<file path="src/rtl/dp_sqrt_pkg.sv">
// Shared types and constants for the binary64 square-root round/pack stage.
package dp_sqrt_pkg;

   localparam int unsigned EXP_W  = 11;
   localparam int unsigned FRAC_W = 52;
   localparam int unsigned ROOT_W = 54;
   localparam int unsigned DATA_W = 64;
   localparam int unsigned CLS_W  = 3;

   localparam logic [DATA_W-1:0] QNAN64 = 64'h7FF8_0000_0000_0000;
   localparam logic [DATA_W-1:0] PINF64 = 64'h7FF0_0000_0000_0000;

   // Operand class reported by the upstream square-root core.
   typedef enum logic [CLS_W-1:0] {
      NORMAL      = 3'd0,
      ZERO        = 3'd1,
      INF         = 3'd2,
      NAN         = 3'd3,
      NEG_INVALID = 3'd4
   } dp_class_e;

   // Stage-1 payload: class, sign, exponent, rounded fraction and the
   // round-up carry that still has to be folded into the exponent.
   typedef struct packed {
      dp_class_e         cls;
      logic              sign;
      logic [EXP_W-1:0]  exp;
      logic [FRAC_W-1:0] frac;
      logic              carry;
   } s1_payload_t;

endpackage

</file>
<file path="src/rtl/dp_round_rne.sv">
// Round-to-nearest-even increment of a 52-bit fraction with carry-out.
module dp_round_rne
   import dp_sqrt_pkg::*;
(
   input  logic [FRAC_W-1:0] frac,
   input  logic              round_bit,
   input  logic              sticky,
   output logic [FRAC_W-1:0] frac_rnd,
   output logic              carry
);

   logic inc;

   // Round up above half, or exactly at half when the fraction is odd.
   assign inc = round_bit && (sticky || frac[0]);
   assign {carry, frac_rnd} = {1'b0, frac} + (FRAC_W+1)'(inc);

endmodule

</file>
<file path="src/rtl/dp_sqrt_round_pack.sv">
// Two-stage round and pack of a square-root result into IEEE-754 binary64.
// Optional DP_SQRT_FLAGS_EN adds out_flags = {invalid, inexact}.
module dp_sqrt_round_pack
   import dp_sqrt_pkg::*;
(
   input  logic              clk,
   input  logic              rst_n,
   input  logic              in_valid,
   output logic              in_ready,
   input  logic [CLS_W-1:0]  in_class,
   input  logic              in_sign,
   input  logic [EXP_W-1:0]  in_exp,
   input  logic [ROOT_W-1:0] in_root,
   input  logic              in_sticky,
   output logic              out_valid,
   input  logic              out_ready,
   output logic [DATA_W-1:0] out_data
`ifdef DP_SQRT_FLAGS_EN
   ,
   output logic [1:0]        out_flags
`endif
);

   logic              run_en;
   logic              s1_valid;
   s1_payload_t       s1_q;
   s1_payload_t       s1_d;
   logic              s2_adv;
   logic              s1_adv;
   logic              in_fire;
   logic [FRAC_W-1:0] frac_rnd;
   logic              frac_carry;
   logic [EXP_W:0]    exp_sum;
   logic [DATA_W-1:0] pack;
   logic              unused_hidden;

   // The hidden bit is implied by the NORMAL class and carries no information.
   assign unused_hidden = in_root[ROOT_W-1];

   dp_round_rne u_round (
      .frac      (in_root[ROOT_W-2:1]),
      .round_bit (in_root[0]),
      .sticky    (in_sticky),
      .frac_rnd  (frac_rnd),
      .carry     (frac_carry)
   );

   // Handshake: stage 2 takes data when empty or draining; stage 1 follows.
   always_comb begin
      s2_adv   = !out_valid || out_ready;
      s1_adv   = s1_valid && s2_adv;
      in_ready = run_en && (!s1_valid || s1_adv);
      in_fire  = in_valid && in_ready;
   end

   // Stage-1 payload from the incoming result.
   always_comb begin
      s1_d       = '0;
      s1_d.cls   = dp_class_e'(in_class);
      s1_d.sign  = in_sign;
      s1_d.exp   = in_exp;
      s1_d.frac  = frac_rnd;
      s1_d.carry = frac_carry;
   end

   // Pack the stage-1 payload into a binary64 word.
   always_comb begin
      pack    = QNAN64;
      exp_sum = {1'b0, s1_q.exp} + (EXP_W+1)'(s1_q.carry);
      case (s1_q.cls)
         NORMAL: begin
            if (exp_sum >= (EXP_W+1)'(12'h7FF)) begin
               pack = PINF64;
            end else begin
               pack = {1'b0, exp_sum[EXP_W-1:0], s1_q.frac};
            end
         end
         ZERO:    pack = {s1_q.sign, 63'b0};
         INF:     pack = PINF64;
         default: pack = QNAN64;
      endcase
   end

   // Pipeline registers for both stages.
   always_ff @(posedge clk or negedge rst_n) begin
      if (!rst_n) begin
         run_en    <= 1'b0;
         s1_valid  <= 1'b0;
         s1_q      <= '0;
         out_valid <= 1'b0;
         out_data  <= '0;
      end else begin
         run_en <= 1'b1;
         if (in_fire) begin
            s1_valid <= 1'b1;
            s1_q     <= s1_d;
         end else if (s1_adv) begin
            s1_valid <= 1'b0;
         end
         if (s2_adv) begin
            out_valid <= s1_valid;
            if (s1_valid) begin
               out_data <= pack;
            end
         end
      end
   end

`ifdef DP_SQRT_FLAGS_EN
   logic [1:0] s1_flags;
   logic [1:0] flags_d;

   // Flags: invalid for negative operands, inexact for any discarded bits.
   always_comb begin
      flags_d    = 2'b00;
      flags_d[1] = (dp_class_e'(in_class) == NEG_INVALID);
      flags_d[0] = (dp_class_e'(in_class) == NORMAL) && (in_root[0] || in_sticky);
   end

   // Flag registers travel with the data through both stages.
   always_ff @(posedge clk or negedge rst_n) begin
      if (!rst_n) begin
         s1_flags  <= 2'b00;
         out_flags <= 2'b00;
      end else begin
         if (in_fire) begin
            s1_flags <= flags_d;
         end
         if (s2_adv && s1_valid) begin
            out_flags <= s1_flags;
         end
      end
   end
`endif

endmodule

</file>
<file path="config.mk">
export PLATFORM = sky130hd
export DESIGN_NAME = dp_sqrt_round_pack
export DESIGN_NICKNAME = d
export VERILOG_FILES = /design/src/rtl/dp_sqrt_pkg.sv /design/src/rtl/dp_round_rne.sv /design/src/rtl/dp_sqrt_round_pack.sv
export SDC_FILE = /design/constraint.sdc
export NUM_CORES = 1
export LEC_CHECK = 0
export ABC_AREA = 1
export CAP_MARGIN = 20
export CORE_ASPECT_RATIO = 1.75
export CORE_UTILIZATION = 45
export DETAILED_ROUTE_END_ITERATION = 8
export GPL_TIMING_DRIVEN = 0
export HOLD_SLACK_MARGIN = 0.15
export PLACE_DENSITY = 0.79
export REMOVE_ABC_BUFFERS = 1
export SETUP_SLACK_MARGIN = 0.02
export SYNTH_ARGS = -nofsm -noshare
export SYNTH_HDL_FRONTEND = slang
export SYNTH_HIERARCHICAL = 1
export SYNTH_SLANG_ARGS = --single-unit
</file>
<file path="constraint.sdc">
create_clock -name clk -period 1.78 [get_ports clk]
set_input_delay 0.178 -clock clk [delete_from_list [all_inputs] [get_ports clk]]
set_output_delay 0.178 -clock clk [all_outputs]
set_load 0.03 [all_outputs]
</file>
==> impl_metrics.csv, run 1 <==
group,metric,value,unit
outcome,status,"finished with violations",
outcome,violations,"negative setup slack",
setup_path,crit_type,"reg -> reg",
setup_path,path_cells,"ha_2, nand2_2, nor2_4, buf_12, buf_6, nand2_4, nand2_4, nand2_4, nor2_4, nand3_4, buf_12, nand4_4, clkbuf_16, o21ai_2",
power_and_ir_drop,powerDensity,973,nW/um^2
floorplanning,initial_core_util,0.464,
timing,worst_slack,-0.370,ns
timing,hold_viol,0,
setup_path,critical_path_arrival,2.45,ns
clocking,h-tree-depth,4,
worst_hold_path,worstHoldPathType,"in -> async",
timing,relSlewSlack,0.613,
setup_path,slowest_delay,0.41,ns
floorplanning,pin_count,140,
detailed_routing,vias_per_cell,5.40,
logic_synthesis,synth.cell_area,7180,sq um
layout,drive_above_1_share,0.205,
placed_design,io_buffers,138,
timing,grt_setup_unrepaired,"true",
floorplanning,fp-row-count,60,
timing,finalCriticalPeriod,2.15,ns
setup_path,cp-end-kind,"register",
detailed_routing,wl_per_cell,18.6,microns
power_and_ir_drop,peakVddDrop,0.512,mV
placed_design,post-dp-hpwl,14600,microns
setup_path,crit_path_max_fanout,5,
floorplanning,die_h,169,microns
layout,layout.nets,1188,
detailed_routing,drtIter0Drc,362,
setup_path,critPathMostFrequentCell,"nand2_4",
setup_path,critPathBufInv,4,
job,max_cap_viol_count,0,
floorplanning,die_w,97.5,microns
detailed_routing,drtAntennaViolNets,0,
layout,fillerInstances,1249,
floorplanning,core_area,15500,sq um
placed_design,place_congestion,0.914,
layout,num_antenna_cells,0,
global_routing,grt_antenna_before_repair,0,
setup_path,required,2.07,ns
timing,fin_hold_ws,0.222,ns
detailed_routing,wl,24300,microns
timing,finalCritPeriodShare,1.21,
logic_synthesis,syn_inst,929,
clocking,cts_tree,"built",
layout,synthToLayoutAreaGrowth,45.8,%
layout,area.sequential,3380,sq um
detailed_routing,drc,0,
power_and_ir_drop,p_leak,0.00487,uW
timing,finalSetupViolCount,61,
timing,slew_violations,0,
layout,multi_input_area,3780,sq um
timing,worst_pin_slew,0.580,ns
placed_design,place_inst,1227,
global_routing,grt_usage,0.289,
logic_synthesis,yosys_warnings,6,
clocking,root_buffer,"clkbuf_16",
logic_synthesis,avgSynthCellArea,7.73,sq um
setup_path,critPathTopFamily,"simple AND/OR/NAND/NOR gates",
timing,final.setup_skew,0.0123,ns
timing,setup_tns,-19.98,ns
floorplanning,dieArea,16500,sq um
clocking,clock_sinks,135,
detailed_routing,drt-pass1-iter-count,6,
clocking,cts-buffers-inserted,17,
global_routing,grt_first_pass_wirelength,36400,microns
detailed_routing,vias,7059,
layout,instances_no_fill,1307,
clocking,clk_pin_slew,0.07,ns
layout,final_util,0.677,
setup_path,crit_path_start_kind,"register",
clocking,clockBufferDepth,2,
logic_synthesis,synth_seq_cells,135,
clocking,clock_latency,0.41,ns
timing,fmax,0.465,GHz
logic_synthesis,ys_seq_area_frac,0.470,
global_routing,grt_overflow,0,
setup_path,cp_slowest_cell,"dfrtp_1",
global_routing,first_global_vias,7000,
global_routing,grt_max_degree,99,
logic_synthesis,ys_types,33,
[cell type report]
| cell class | count | share of cell area |
|---|---|---|
| repair buffers | 183 | 0.195 |
| flip-flops and latches | 135 | 0.323 |
| multi-input cells | 672 | 0.361 |
| clock inverters | 14 | 0.0212 |
| inverters | 100 | 0.0368 |
| well taps | 186 | 0.0222 |
| clock buffers | 17 | 0.0406 |
[power by group]
group | total, uW | internal (uW) | switching (uW)
clock | 3870 | 2500 | 1370
combinational | 2550 | 1020 | 1530
sequential | 3760 | 3520 | 246
[flip-flops by register name, summed over array words and instances (netlist names)]
name and flops:
s1_q 68, out_data 64, out_valid 1, run_en 1, s1_valid 1
[cell families (layout without fill, tap and decap cells)]
logic type / count (synthesis) / count (layout) / synth area share
AOI/OAI and AO/OA: 134 / 134 / 0.0944
xor gates and xnor gates: 30 / 30 / 0.0366
adders and majority gates: 5 / 5 / 0.00871
buffers and inverters: 129 / 314 / 0.0760
DFF: 135 / 135 / 0.470
muxes: 9 / 9 / 0.0141
other: 1 / 1 / 0.000522
and+or+nand+nor: 486 / 493 / 0.299
[layer usage]
| layer | global-route usage | share of wire |
|---|---|---|
| met1 | 0.300 | 0.34 |
| met2 | 0.550 | 0.55 |
| met3 | 0.0434 | 0.047 |
| met4 | 0.157 | 0.061 |
| met5 | 0 | 0 |
[cell usage after synthesis (all sizes together)]
cell	instances	area share
dfrtp	135	0.47
o21ai	61	0.043
nor2	178	0.11
o21a	1	0.0010
nand2	251	0.14
a211oi	1	0.0010
mux2	9	0.014
nor3	5	0.0049
xor2	15	0.018
xnor2	15	0.018
conb	1	0.00052
a21oi	70	0.049
nand3b	1	0.0010
inv	100	0.052
ha	5	0.0087
clkbuf	13	0.0068
buf	16	0.017
nand3	35	0.028
nand4	16	0.016
o21bai	1	0.0010
[cell usage in the layout (no fill, tap or decap), types with 17 or more instances in the layout]
master             n
a21oi_1           69
buf_4             17
clkbuf_16         20
clkdlybuf4s50_1  133
dfrtp_1          134
inv_1             96
nand2_1          225
nand2_2           18
nand3_1           25
nor2_1           143
nor2_2            20
o21ai_2           52
[final timing paths]
path | startpoint | slack [ns] | cells after the start | to
max | s1_q[0] | -0.37 | 14 | out_data[32]
max reg2reg | s1_q[0] | -0.37 | 14 | out_data[32]
min in group clk | in_class[0] | 0.34 | 3 | s1_q[65]
min reg2reg | out_data[63] | 0.48 | 2 | out_data[63]
max in group asynchronous | rst_n | 0.75 | 3 | out_data[39]
min | rst_n | 0.22 | 2 | out_data[6]
[worst reg2reg max path: cells and delay by family (launching register included)]
| kind | cells | cell delay, ns |
|---|---|---|
| compound gates | 1 | 0.05 |
| fa+ha+maj | 1 | 0.23 |
| buf+inv | 4 | 0.57 |
| flops | 1 | 0.41 |
| simple gates | 8 | 0.79 |
[repair_timing]
action	in CTS	in global routing
endpoints found under the hold margin	135	0
resized for setup	82	86
buffers inserted	28	10
pin swaps	14	25
setup endpoints to repair	86	82
cloned	9	4
hold buffers	1	0
[per-stage QoR]
step                total power (uW)  setup slack (ns)  instance area [sq um]
finish                         10200            -0.370                  10500
global route                   10600            -0.505                  10500
CTS                            10100            -0.311                  10100
detailed placement              5940             -1.30                   8710
global placement                5890             -4.77                   8620
floorplan                       4950             -1.72                   7010
Note: power is estimated with default switching activity, not from simulation.
==> run 2, diff against run 1 <==
CTS_CLUSTER_DIAMETER = 40   (was unset)
==> results of run 2 <==
Same layout as run 1: the final DEF is identical, and so are final timing and power.
